File: config.mk
export PLATFORM = sky130hd
export DESIGN_NAME = rw_sched
export DESIGN_NICKNAME = d
export VERILOG_FILES = /design/src/rtl/rw_sched.sv
export SDC_FILE = /design/constraint.sdc
export NUM_CORES = 1
export LEC_CHECK = 0
export CAP_MARGIN = 0
export CORE_AREA = 2 2 82 84
export DETAILED_ROUTE_END_ITERATION = 7
export DIE_AREA = 0 0 84 86
export GPL_ROUTABILITY_DRIVEN = 0
export PLACE_DENSITY = 0.81
export SLEW_MARGIN = 20
export SYNTH_ARGS = -nofsm -noshare
export SYNTH_HDL_FRONTEND = slang
export SYNTH_SLANG_ARGS = --single-unit
File: constraint.sdc
create_clock -name clk -period 1.6 [get_ports clk]
set_clock_uncertainty 0.15 [all_clocks]
set_input_delay 0.16 -clock clk [delete_from_list [all_inputs] [get_ports clk]]
set_output_delay 0.16 -clock clk [all_outputs]
set_load 0.02 [all_outputs]
File: src/rtl/rw_sched.sv
// ============================================================================
// Module   : rw_sched
// Brief    : Read/write command scheduler with write-drain watermarks and
//            bus-turnaround gaps. Optional macro STARVE_GUARD_EN bounds
//            same-direction bursts to MAX_BURST grants.
// Revision : 1.0
// ============================================================================
`default_nettype none

module rw_sched #(
   parameter int ADRS_W    = 32,
   parameter int CNT_W     = 5,
   parameter int WR_HI     = 12,
   parameter int WR_LO     = 4,
   parameter int T_RTW     = 4,
   parameter int T_WTR     = 6,
   parameter int MAX_BURST = 8
) (
   input  logic              clk,
   input  logic              rst,
   input  logic              rd_mt,
   input  logic              wr_mt,
   input  logic [ADRS_W-1:0] rd_adrs,
   input  logic [ADRS_W-1:0] wr_adrs,
   input  logic [CNT_W-1:0]  wr_cnt,
   input  logic              ready,
   output logic              rd_ld,
   output logic              wr_ld,
   output logic              valid,
   output logic              op,
   output logic [ADRS_W-1:0] adrs_out,
   output logic              drain,
   output logic              turn
);

   localparam int T_MAX = (T_RTW > T_WTR) ? T_RTW : T_WTR;
   localparam int TMR_W = $clog2(T_MAX + 1);
   localparam logic [TMR_W-1:0] C_RTW_LD = TMR_W'(T_RTW - 1);
   localparam logic [TMR_W-1:0] C_WTR_LD = TMR_W'(T_WTR - 1);
   localparam logic [CNT_W-1:0] C_WR_HI  = CNT_W'(WR_HI);
   localparam logic [CNT_W-1:0] C_WR_LO  = CNT_W'(WR_LO);

   typedef enum logic [1:0] {
      S_IDLE = 2'd0,
      S_RD   = 2'd1,
      S_WR   = 2'd2,
      S_TURN = 2'd3
   } state_t;

   state_t              state_q, state_d;
   logic                tgt_wr_q, tgt_wr_d;
   logic [TMR_W-1:0]    timer_q, timer_d;
   logic                last_op_q, last_op_d;
   logic                drain_q, drain_d;
   logic                valid_q, valid_d;
   logic                op_q, op_d;
   logic [ADRS_W-1:0]   adrs_q, adrs_d;

   logic want_wr, want_rd;
   logic gnt_rd, gnt_wr;
   logic to_rd, to_wr;
   logic starve_rd_hit, starve_wr_hit, forced;

   assign want_wr = drain_q | (rd_mt & ~wr_mt);
   assign want_rd = ~rd_mt & ~drain_q;

   always_comb begin
      drain_d = drain_q;
      if (wr_mt || (wr_cnt <= C_WR_LO)) begin
         drain_d = 1'b0;
      end else if (wr_cnt >= C_WR_HI) begin
         drain_d = 1'b1;
      end
   end

   always_comb begin
      state_d   = state_q;
      tgt_wr_d  = tgt_wr_q;
      timer_d   = timer_q;
      last_op_d = last_op_q;
      op_d      = op_q;
      adrs_d    = adrs_q;
      gnt_rd    = 1'b0;
      gnt_wr    = 1'b0;
      to_rd     = 1'b0;
      to_wr     = 1'b0;

      case (state_q)
         S_IDLE: begin
            if (want_rd) begin
               if (last_op_q) to_rd = 1'b1;
               else           state_d = S_RD;
            end else if (want_wr) begin
               if (!last_op_q) to_wr = 1'b1;
               else            state_d = S_WR;
            end
         end
         S_RD: begin
            // A forced entry owes one grant before watermark rules resume.
            if (want_wr && !forced) to_wr = 1'b1;
            else if (rd_mt)         state_d = S_IDLE;
            else if (starve_rd_hit) to_wr = 1'b1;
            else                    gnt_rd = ready;
         end
         S_WR: begin
            if (!want_wr && want_rd && !forced) to_rd = 1'b1;
            else if (wr_mt)                     state_d = S_IDLE;
            else if (starve_wr_hit)             to_rd = 1'b1;
            else                                gnt_wr = ready;
         end
         S_TURN: begin
            if (timer_q == '0) state_d = tgt_wr_q ? S_WR : S_RD;
            else               timer_d = timer_q - 1'b1;
         end
         default: state_d = S_IDLE;
      endcase

      if (to_wr) begin
         state_d  = S_TURN;
         tgt_wr_d = 1'b1;
         timer_d  = C_RTW_LD;
      end else if (to_rd) begin
         state_d  = S_TURN;
         tgt_wr_d = 1'b0;
         timer_d  = C_WTR_LD;
      end

      valid_d = gnt_rd | gnt_wr;
      if (gnt_rd) begin
         last_op_d = 1'b0;
         op_d      = 1'b0;
         adrs_d    = rd_adrs;
      end else if (gnt_wr) begin
         last_op_d = 1'b1;
         op_d      = 1'b1;
         adrs_d    = wr_adrs;
      end
   end

`ifdef STARVE_GUARD_EN
   localparam int BST_W = $clog2(MAX_BURST + 1);
   localparam logic [BST_W-1:0] C_MAX_BURST = BST_W'(MAX_BURST);

   logic [BST_W-1:0] burst_q, burst_d;
   logic             force_q, force_d;
   logic             force_set;

   assign starve_rd_hit = (burst_q == C_MAX_BURST) & ~wr_mt;
   assign starve_wr_hit = (burst_q == C_MAX_BURST) & ~rd_mt;
   assign forced        = force_q;
   // A turn out of RD/WR that the watermark rules did not ask for came from the guard.
   assign force_set = (state_d == S_TURN) &&
                      (((state_q == S_RD) && !want_wr) ||
                       ((state_q == S_WR) && !(!want_wr && want_rd)));

   always_comb begin
      burst_d = burst_q;
      force_d = force_q;
      if ((state_d == S_IDLE) || ((state_d == S_TURN) && (state_q != S_TURN))) begin
         burst_d = '0;
      end else if ((gnt_rd || gnt_wr) && (burst_q != C_MAX_BURST)) begin
         burst_d = burst_q + 1'b1;
      end
      if (force_set) begin
         force_d = 1'b1;
      end else if (gnt_rd || gnt_wr || (state_d == S_IDLE)) begin
         force_d = 1'b0;
      end
   end

   always_ff @(posedge clk or negedge rst) begin
      if (!rst) begin
         burst_q <= '0;
         force_q <= 1'b0;
      end else begin
         burst_q <= burst_d;
         force_q <= force_d;
      end
   end
`else
   assign starve_rd_hit = 1'b0;
   assign starve_wr_hit = 1'b0;
   assign forced        = 1'b0;
`endif

   always_ff @(posedge clk or negedge rst) begin
      if (!rst) begin
         state_q   <= S_IDLE;
         tgt_wr_q  <= 1'b0;
         timer_q   <= '0;
         last_op_q <= 1'b0;
         drain_q   <= 1'b0;
         valid_q   <= 1'b0;
         op_q      <= 1'b0;
         adrs_q    <= '0;
      end else begin
         state_q   <= state_d;
         tgt_wr_q  <= tgt_wr_d;
         timer_q   <= timer_d;
         last_op_q <= last_op_d;
         drain_q   <= drain_d;
         valid_q   <= valid_d;
         op_q      <= op_d;
         adrs_q    <= adrs_d;
      end
   end

   assign rd_ld    = gnt_rd;
   assign wr_ld    = gnt_wr;
   assign turn     = (state_q == S_TURN);
   assign valid    = valid_q;
   assign op       = op_q;
   assign adrs_out = adrs_q;
   assign drain    = drain_q;

endmodule

`default_nettype wire

==> results of run 1 <==
-- worst reg2reg max path: cells and delay by family (launching register included) --
family                 cells  cell delay, ns
flip-flops                 1            0.40
buffers and inverters      3            0.36
AND/OR/NAND/NOR            1            0.49
AO/OA/AOI/OAI              2            0.39
-- repair_timing --
action                                  4_1_cts  5_1_grt
hold buffers                                  1        0
setup buffers                                 7        2
gates resized for setup                      42       27
endpoints found under the setup margin       47       61
pin swaps                                    10        2
endpoints found under the hold margin        17        0
-- layout make-up --
type                       count  area, um2  area share (%)
sequential                    41       1030            27.7
timing repair buffer         148       1490            40.3
clock buffer                   5       68.8            1.86
clock inverter                 3       17.5           0.473
multi-input combinational    109        980            26.5
tap                           77       96.3            2.60
inverter                       6       22.5           0.608
-- power breakdown --
| group | internal, uW | leakage, uW | switching, uW | total, uW |
|---|---|---|---|---|
| Clock | 301 | 0.0000439 | 366 | 667 |
| Combinational | 1870 | 0.00110 | 1470 | 3340 |
| Sequential | 1530 | 0.000459 | 301 | 1830 |
| Total | 3710 | 0.00160 | 2140 | 5840 |
-- state kept, by name, indices dropped and copies added, names as in the netlist --
register and flops:
adrs_out 32, drain 1, op 1, state_q 2
tgt_wr_q 1, timer_q 3, valid 1
-- cells by family after synthesis --
| logic type | after synthesis | synth area share, % |
|---|---|---|
| buf+inv | 17 | 4.71 |
| xor+xnor | 1 | 0.434 |
| mux | 1 | 0.496 |
| compound gates | 51 | 25.3 |
| simple gates | 54 | 17.0 |
| flops | 41 | 50.8 |
| fa+ha+maj | 2 | 1.24 |
-- path summary, 6_finish.rpt --
check / cells after the start / startpoint / slack, ns / end
setup / recovery: 6 / state_q[1] / -0.24 / adrs_out[23]
hold / removal: 2 / rst / 0.19 / adrs_out[12]
setup reg to reg: 6 / state_q[1] / -0.24 / adrs_out[23]
hold reg to reg: 1 / tgt_wr_q / 0.39 / tgt_wr_q
max in group asynchronous: 3 / rst / 0.61 / adrs_out[7]
min in group clk: 3 / wr_cnt[4] / 0.34 / drain
-- cells in the mapped netlist, drive strengths merged --
| master | n | area share [%] |
|---|---|---|
| dfrtp | 41 | 51 |
| o221a | 32 | 18 |
| nand2b | 22 | 6.8 |
| or2b | 13 | 4.8 |
| clkbuf | 6 | 1.1 |
| inv | 6 | 1.1 |
| buf | 5 | 2.5 |
| a21oi | 4 | 0.99 |
| nor3 | 4 | 0.99 |
| nand2 | 3 | 0.56 |
| nand3 | 3 | 0.74 |
| nand3b | 3 | 1.1 |
| o21ai | 3 | 0.74 |
| ha | 2 | 1.2 |
| nor2 | 2 | 0.37 |
| o211ai | 2 | 0.74 |
| a211oi | 1 | 0.37 |
| a21boi | 1 | 0.93 |
| a21o | 1 | 0.37 |
| a221oi | 1 | 0.74 |
| a22o | 1 | 0.43 |
| a311o | 1 | 0.50 |
| and2 | 1 | 0.31 |
| mux2i | 1 | 0.50 |
| nor3b | 1 | 0.37 |
| o211a | 1 | 0.50 |
| o21a | 1 | 0.37 |
| o21bai | 1 | 0.37 |
| o31ai | 1 | 0.37 |
| or3 | 1 | 0.31 |
| or4 | 1 | 0.56 |
| xnor2 | 1 | 0.43 |
-- per-stage QoR --
step | setup TNS, ns | instance area (um2) | worst slack [ns] | total power, uW
after floorplan | -3.51 | 2030 | -0.119 | 3400
after global placement | -16.50 | 3400 | -0.487 | 4830
after detailed placement | -17.67 | 3400 | -0.501 | 4940
after CTS | -7.75 | 3620 | -0.238 | 5860
after global routing | -9.92 | 3700 | -0.300 | 6190
final | -7.73 | 3700 | -0.243 | 5840
-- routing by layer --
metal,share of wire (%),up-vias,global-route usage [%]
li1,-,919,-
met2,50,84,29.7
met5,0,-,0
met3,6.2,6,3.85
met4,0.81,0,3.81
met1,43,949,22.4
==> out/summary.md, run 1 <==
• 531 — filler cell count in the final layout
• simple AND/OR/NAND/NOR gates — category of cells accounting for the largest share of critical-path delay
• done — CTS tree
• 32.2% — initial standard-cell utilization of the core
• 389 — non-filler cells in the finished layout
• 1958 — total number of vias
• clkdlybuf4s50_1, dfrtp_1, o221a_2 — commonest cells after routing, fill and taps aside
• 4520 um — half-perimeter wire length after placement
• 12.1 um2 — average cell area after synthesis
• in -> async — Hold/Removal Path Class
• 0 — gr ovfl total
• 5 — Num CTS Buffers
• 0.000833 V — worst supply voltage drop on vdd
• 0.00160 uW — Static Leak
• 16.2 um — detail-routed net length per standard cell
• 1.92 ns — arrival time at the worst endpoint
• 0 — antenna violations before repair
• 0.542 GHz — highest attainable clock frequency
• 0 — Max-Cap Viols
• 34 — number of distinct library cell variants in the gate-level netlist after synthesis
• register — nature of the critical path endpoint
• 3 — number of buffer and inverter instances along the worst setup path
• 2 — largest buffer count on any clock path
• 86 — number of DRC violations after detailed-routing iteration 0
• or4_4 — cell type of the slowest stage on the worst timing path
• 34 — maximum number of pins on one net before global-route repair
• 0 — Warnings, synthesis
• 387 — post-layout net count
• 6280 um2 — core box area
• 36 — Setup Viol. Count Final
• 4 — iteration count of the initial detailed-routing pass
• 83.4% — Syn-to-layout area delta
• finished with violations — outcome
• 6310 um — routed wire length
• 115% — Tcrit/Tclk final
• -0.243 ns — final worst slack
• 0.49 ns — critical path's largest stage delay
• 69.5% — Slew Limit Headroom
• 1580 nW/um2 — power per unit of standard cell area
• clkbuf_8 — master cell of the clock root buffer
• 372 — instance count after placement with tap cells included
• 1.68 ns — Required @ worst endpoint
• true — RSZ-0062 raised after global routing
• 0.08 ns — clock transition at the register clock pins on the worst setup and hold paths after CTS
• 41 — Clock Sink Count
• 2 — maximum level of the CTS H-tree
• 33 — biggest fanout along the worst timing path
• 29 — FP Rows
• 2020 um2 — area of the mapped netlist
• clkdlybuf4s50_1 — most common cell after layout, fill and taps aside
• 10200 um — first-pass GRT wire length
• 0 — final antenna-violating net count
• 84 um — floorplan die width
• 0.195 ns — Hold Worst Slack
• 0 — max-slew violation total from the final report
• 5.03 — routed vias/inst
• reg -> reg — worst setup path class
• 31.4% — proportion of layout cells with a drive suffix above 1
• 59.0% — share of the core filled with cells in the final layout
• 112 — Top-Level Pins
• 0.28 ns — clock latency on the worst-skew pair
• 41 — number of flip-flops and latches in the synthesized netlist
• 0 — DRC violations left
• 0.458 ns — Slew @ Worst Pin
• 111 — number of I/O port buffers
• 50.8% — share of the yosys chip area belonging to registers
• register — crit start category
• 7220 um2 — area of the die
• setup timing — violated checks
• 243 — Synthesized Nets
• buf_6 > inv_2 > or4_4 > a21boi_4 > buf_12 > o221a_2 — critical path, cell by cell
• 86 um — y dimension of the die
• 167 — synthesized instance count
• 0 — count of final hold-check violations
• 1.84 ns — time the final worst path needs with I/O delays and setup
• 0 — antenna fix cells
• 2128 — number of global-route vias before repair
• 17.3% — global-route usage over all layers
No activity file was read; power rests on OpenSTA's default activity.
==> inputs of run 2 (changes only) <==
==> constraint.sdc (replaced) <==
create_clock -name clk -period 1.6 [get_ports clk]
set_clock_uncertainty 0.15 [all_clocks]
set_input_delay 0.16 -clock clk [delete_from_list [all_inputs] [get_ports clk]]
set_output_delay 0.16 -clock clk [all_outputs]
set_load 0.1 [all_outputs]
==> run 2 against run 1 <==
Against the previous run: the flow still finishes with violations (setup timing); wire length up 15%; clock power down 2%; utilization up 9.4 points; non-clock buffer count up 10; cell count up 2.6%; first-iteration DRC count down 45%; die area unchanged; global-route usage up 1.8 points; largest cell class unchanged; largest power group unchanged.
==> out/summary.md, run 2 (synthesis gave the netlist of run 1 again) <==
• 5.01 — routed vias/inst, -0.56%
• 25 — maximum number of pins on one net before global-route repair, -26%
• 1.68 ns — Required @ worst endpoint, about the same
• reg -> reg — worst setup path class
• 1997 — total number of vias, +2.0%
• 2 — maximum level of the CTS H-tree, unchanged
• 86 um — y dimension of the die, unchanged
• 0.49 ns — critical path's largest stage delay, about the same
• register — nature of the critical path endpoint
• 4 — number of buffer and inverter instances along the worst setup path, +1
• 0 — Max-Cap Viols, unchanged
• buf_12 — most prevalent standard cell on the critical path
• 432 — filler cell count in the final layout, -19%
• 7 — number of cells on the worst reg-to-reg path, +1
• 7220 um2 — area of the die, unchanged
• 0.532 GHz — highest attainable clock frequency, -2.0%
• 112 — Top-Level Pins, unchanged
• clkdlybuf4s50_1 — most common cell after layout, fill and taps aside
• setup timing — violated checks
• done — CTS tree
• simple AND/OR/NAND/NOR gates — category of cells accounting for the largest share of critical-path delay
• register — crit start category
• 0 — gr ovfl total, unchanged
• 3 — worst hold path cell count
• clkbuf_8 — master cell of the clock root buffer
• 1030 um2 — Register Area, +0.37%
• 0 — count of final hold-check violations, unchanged
• 7 — logic depth of the worst path, buffers included, +1
• 0.00202 V — worst supply voltage drop on vdd, +140%
• 2 — largest buffer count on any clock path, unchanged
• 0 — max-slew violation total from the final report, unchanged
• 0 — antenna fix cells, unchanged
• adrs_out[14] — Worst setup endpoint
• 0.29 ns — clock latency on the worst-skew pair, about the same
• 18.1 um — detail-routed net length per standard cell, +12%
• -0.280 ns — final worst slack, -0.0370 ns
• 2310 nW/um2 — power per unit of standard cell area, +47%
• 397 — post-layout net count, +2.6%
• 68.4% — share of the core filled with cells in the final layout, +9.4 points
• 68.2% — Slew Limit Headroom, -1.3 points
• 0.08 ns — clock transition at the register clock pins on the worst setup and hold paths after CTS, about the same
• -0.28 ns — register-to-register path setup slack, -0.04 ns
• 5 — Num CTS Buffers, unchanged
• 113% — Syn-to-layout area delta
• 32.2% — initial standard-cell utilization of the core, unchanged
• adrs_out[14] — worst reg2reg endpoint
• 29 — FP Rows, unchanged
• 6280 um2 — core box area, unchanged
• -0.405 ns — pre-CTS WS, +0.0961 ns
• 9930 uW — overall power of the completed layout, +70%
• 41 — Setup Viol. Count Final, +14%
• in -> reg — Hold/Removal Path Class
• 41 — Clock Sink Count, unchanged
• 84 um — floorplan die width, unchanged
• 4 — iteration count of the initial detailed-routing pass, unchanged
• 118% — Tcrit/Tclk final, +2.3 points
• true — RSZ-0062 raised after global routing
• clkdlybuf4s50_1, buf_12, dfrtp_1 — commonest cells after routing, fill and taps aside
• 4290 um2 — final design instance area without fill, +16%
• 42.9% — proportion of layout cells with a drive suffix above 1, +11 points
• 0.00177 uW — Static Leak, +11%
• 32 — max FFs per register, unchanged
• 2205 — number of global-route vias before repair, +3.6%
• 1.96 ns — arrival time at the worst endpoint, +0.04 ns
• -9.54 ns — Setup TNS Final, -1.81 ns
• state_q[1] — crit path from
• 0 — final antenna-violating net count, unchanged
• 3830 um2 — placed inst area, +13%
• 0 — DRC violations left, unchanged
• 47 — number of DRC violations after detailed-routing iteration 0, -45%
• 0.477 ns — Slew @ Worst Pin, +0.0189 ns
• 11100 um — first-pass GRT wire length, +8.9%
• 1020 um2 — footprint of the multi-input gates, +4.0%
• 1.88 ns — time the final worst path needs with I/O delays and setup, +0.0370 ns
• or4_4 — cell type of the slowest stage on the worst timing path
• 4690 um — half-perimeter wire length after placement, +3.9%
• 19.0% — global-route usage over all layers, +1.8 points
• 6 — biggest fanout along the worst timing path, -82%
• finished with violations — outcome
• 7230 um — routed wire length, +15%
• buf_4 > inv_2 > or4_4 > a21boi_4 > buf_12 > buf_12 > o221a_2 — critical path, cell by cell
• 111 — number of I/O port buffers, unchanged
• 0 — antenna violations before repair, unchanged
• state_q[1] — startpoint of the worst-slack reg-to-reg timing path
[run 2: changes by cell type in the layout (fill, tap and decap cells not counted), moves of 2 or more]
cell / previous run / this run
buf_8: 0 / 3
buf_6: 12 / 5
o221a_2: 32 / 24
buf_4: 25 / 28
o21ai_1: 0 / 2
o221a_4: 0 / 8
dlygate4sd2_1: 5 / 1
dlymetal6s2s_1: 19 / 0
clkdlybuf4s50_1: 83 / 71
clkbuf_16: 0 / 2
buf_12: 2 / 44
[run 2: how the worst min path moves through the flow]
stage / endpoint / start / slack [ns]
final: drain / wr_mt / 0.15
after global routing: drain / wr_mt / 0.15
after CTS: drain / wr_mt / 0.15
after detailed placement: adrs_out[11] / rst / -0.02
after global placement: adrs_out[11] / rst / -0.02
after floorplan: adrs_out[0] / rst / -0.29
[run 2: tightest hold or removal path, cell delays in order]
cell and delay (ns):
dlygate4sd2_1 0.24, buf_6 0.12, a21oi_1 0.04
[run 2: per-stage QoR]
step           hold WS [ns]  cells
5_1_grt               0.147    399
2_1_floorplan        -0.286    167
3_5_place_dp        -0.0182    370
4_1_cts               0.147    393
6_report              0.152    399
3_3_place_gp        -0.0179    370
[run 2: power breakdown]
part | leakage [uW] | internal [uW] | switching, uW
Sequential | 0.000458 | 1530 | 574
Clock | 0.0000450 | 303 | 350
Combinational | 0.00127 | 3000 | 4170
[run 2: what timing repair did]
item,CTS,global route
setup buffers,12,3
endpoints found under the hold margin,17,0
setup endpoints to repair,37,43
hold buffers,1,0
gates cloned,2,3
resized for setup,14,11
pin swaps,4,2
[run 2: layer usage]
| metal | up-vias | track usage (%) | share of wire (%) |
|---|---|---|---|
| li1 | 940 | - | - |
| met1 | 972 | 22.4 | 40 |
| met2 | 83 | 35.7 | 54 |
| met3 | 2 | 4.43 | 5.6 |
| met4 | 0 | 3.37 | 0.40 |
| met5 | - | 0 | 0 |
[run 2: area by class of cell]
cell class | count | area share (%)
inverters | 6 | 0.612
flip-flops and latches | 41 | 24.0
clock buffers | 6 | 1.69
clock inverters | 2 | 0.233
repair buffers | 158 | 47.5
multi-input cells | 109 | 23.7
well taps | 77 | 2.24
==> inputs of run 3 (changes only) <==
--- a/config.mk
+++ b/config.mk
@@ -10,7 +10,7 @@
 export DETAILED_ROUTE_END_ITERATION = 7
 export DIE_AREA = 0 0 84 86
 export GPL_ROUTABILITY_DRIVEN = 0
-export PLACE_DENSITY = 0.81
+export PLACE_DENSITY = 0.78
 export SLEW_MARGIN = 20
 export SYNTH_ARGS = -nofsm -noshare
 export SYNTH_HDL_FRONTEND = slang
==> constraint.sdc (replaced) <==
create_clock -name clk -period 2.2 [get_ports clk]
set_clock_uncertainty 0.15 [all_clocks]
set_input_delay 0.22 -clock clk [delete_from_list [all_inputs] [get_ports clk]]
set_output_delay 0.22 -clock clk [all_outputs]
set_load 0.1 [all_outputs]
==> run 3 against run 2 <==
Against the previous run: the run now ends clean; utilization is 15 points lower; global-route usage is 4.1 points lower; wire length decreased by 25%; sequential share of layout area grew 6.6 points; non-clock buffer count down 33; largest cell class unchanged; highest routed layer unchanged.
==> out/summary.md, run 3 (synthesis gave the netlist of run 1 again) <==
• 57 — number of DRC violations after detailed-routing iteration 0, +21%
• 32 — max FFs per register, unchanged
• 0.731 ns — Slew @ Worst Pin, +0.255 ns
• 0 — DRC violations left, unchanged
• 4 — iteration count of the initial detailed-routing pass, unchanged
• 3210 um2 — placed inst area, -16%
• 0.08 ns — clock transition at the register clock pins on the worst setup and hold paths after CTS, about the same
• 2.07 ns — time the final worst path needs with I/O delays and setup
• met4 — highest routed layer
• 0.59 ns — critical path's largest stage delay, +0.10 ns
• 0 — gr ovfl total, unchanged
• 4 — number of buffer and inverter instances along the worst setup path, unchanged
• 14.8 um — detail-routed net length per standard cell, -18%
• completed — outcome
• clkbuf_8 — master cell of the clock root buffer
• 2 — maximum level of the CTS H-tree, unchanged
• 0 — Setup Viol. Count Final, -100%
• 4060 um — half-perimeter wire length after placement, -14%
• 29 — FP Rows, unchanged
• 3360 um2 — final design instance area without fill, -22%
• 545 — filler cell count in the final layout, +26%
• 2 — largest buffer count on any clock path, unchanged
• clkdlybuf4s50_1 — cell type of the slowest stage on the worst timing path
• 5430 um — routed wire length, -25%
• 1891 — number of global-route vias before repair, -14%
• 34.9% — proportion of layout cells with a drive suffix above 1, -7.9 points
• 111 — number of I/O port buffers, unchanged
• primary output — nature of the critical path endpoint
• 2340 um — detailed-route wire length on metal 1, -19%
• 0 — antenna violations before repair, unchanged
• buf_4 — most prevalent standard cell on the critical path
• 41 — Clock Sink Count, unchanged
• clkdlybuf4s50_1 — most common cell after layout, fill and taps aside
• 66.6% — Syn-to-layout area delta
• clkdlybuf4s50_1 > nor2_1 > buf_4 > nor3_2 > buf_4 > buf_12 — critical path, cell by cell
• 0 — final antenna-violating net count, unchanged
• 32.2% — initial standard-cell utilization of the core, unchanged
• 84 um — floorplan die width, unchanged
• 1.83 ns — Required @ worst endpoint, +0.15 ns
• 0.363 ns — Hold Worst Slack, +0.211 ns
• 93.9% — Tcrit/Tclk final
• 0 — max-slew violation total from the final report, unchanged
• input port — crit start category
• 6280 um2 — core box area, unchanged
• 0 — total setup buffers inserted after CTS, -12
• 2670 um — total length of routed met2 wires, -32%
• 86 um — y dimension of the die, unchanged
• 5 — Num CTS Buffers, unchanged
• 0.484 GHz — highest attainable clock frequency
• 4.92 — routed vias/inst, -1.6%
• 34 — maximum number of pins on one net before global-route repair, +36%
• 1.70 ns — arrival time at the worst endpoint, -0.26 ns
• 0 — count of final hold-check violations, unchanged
• 51.2% — Slew Limit Headroom, -17 points
• reg -> reg — Hold/Removal Path Class
• 0 — Max-Cap Viols, unchanged
• 0 — antenna fix cells, unchanged
• false — RSZ-0062 raised after global routing
• 0.29 ns — clock latency on the worst-skew pair, about the same
• clkdlybuf4s50_1, buf_4, dfrtp_1 — commonest cells after routing, fill and taps aside
• buffers and inverters — category of cells accounting for the largest share of critical-path delay
• 8780 um — first-pass GRT wire length, -21%
• 15 — biggest fanout along the worst timing path, +9
• 347 um — Met3 Wirelength, -14%
• in -> out — worst setup path class
• 364 — post-layout net count, -8.3%
• 7220 um2 — area of the die, unchanged
• 1802 — total number of vias, -9.8%
• done — CTS tree
• 0 ns — Setup TNS Final, +9.54 ns
• 112 — Top-Level Pins, unchanged
• 15.0% — global-route usage over all layers, -4.1 points
==> run 3: changes by cell type in the layout (fill, tap and decap cells not counted), moves of 3 or more <==
cell     change
buf_12      -40
o221a_2      +8
o221a_4      -8
buf_6        -5
buf_4       +19
buf_8        -3
==> run 3: through the flow <==
stage	setup slack, ns	util, %	cells
after floorplan	0.00609	-	167
after global placement	0.106	51.2	357
after detailed placement	0.0750	51.2	357
after CTS	0.0925	53.5	366
after global routing	0.0136	53.6	366
final	0.134	53.6	366
==> run 3: metal layers <==
layer,vias up,global-route usage [%]
met5,-,0
met4,0,3.52
met3,9,4.43
met2,65,26.6
met1,853,18.0
li1,875,-
==> run 3: final timing paths <==
kind	from	to	slack, ns	cells past startpoint
min in group asynchronous	rst	adrs_out[17]	0.38	2
worst min-delay path	timer_q[2]	timer_q[2]	0.36	1
max in group asynchronous	rst	adrs_out[3]	0.90	3
worst max register to register	state_q[0]	timer_q[1]	0.39	4
worst max-delay path	rd_mt	wr_ld	0.13	6
worst min register to register	timer_q[2]	timer_q[2]	0.36	1
==> run 3: cell type report <==
class                   instances  area, um2  area share [%]
multi-input cells             109        907            27.0
repair buffers                125       1170            34.7
flip-flops and latches         41       1030            30.7
inverters                       6       26.3           0.781
clock inverters                 3       65.1            1.93
well taps                      77       96.3            2.86
clock buffers                   5       68.8            2.05
==> run 3: what timing repair did <==
item                                    4_1_cts  5_1_grt
hold buffers                                  1        0
resized for setup                             0        2
endpoints found under the setup margin        0        2
endpoints found under the hold margin        32        0
Power of run 3 is left out: the tool's default activity adds up to more than one toggle a clock period on the data nets, which glitch-free logic cannot reach.
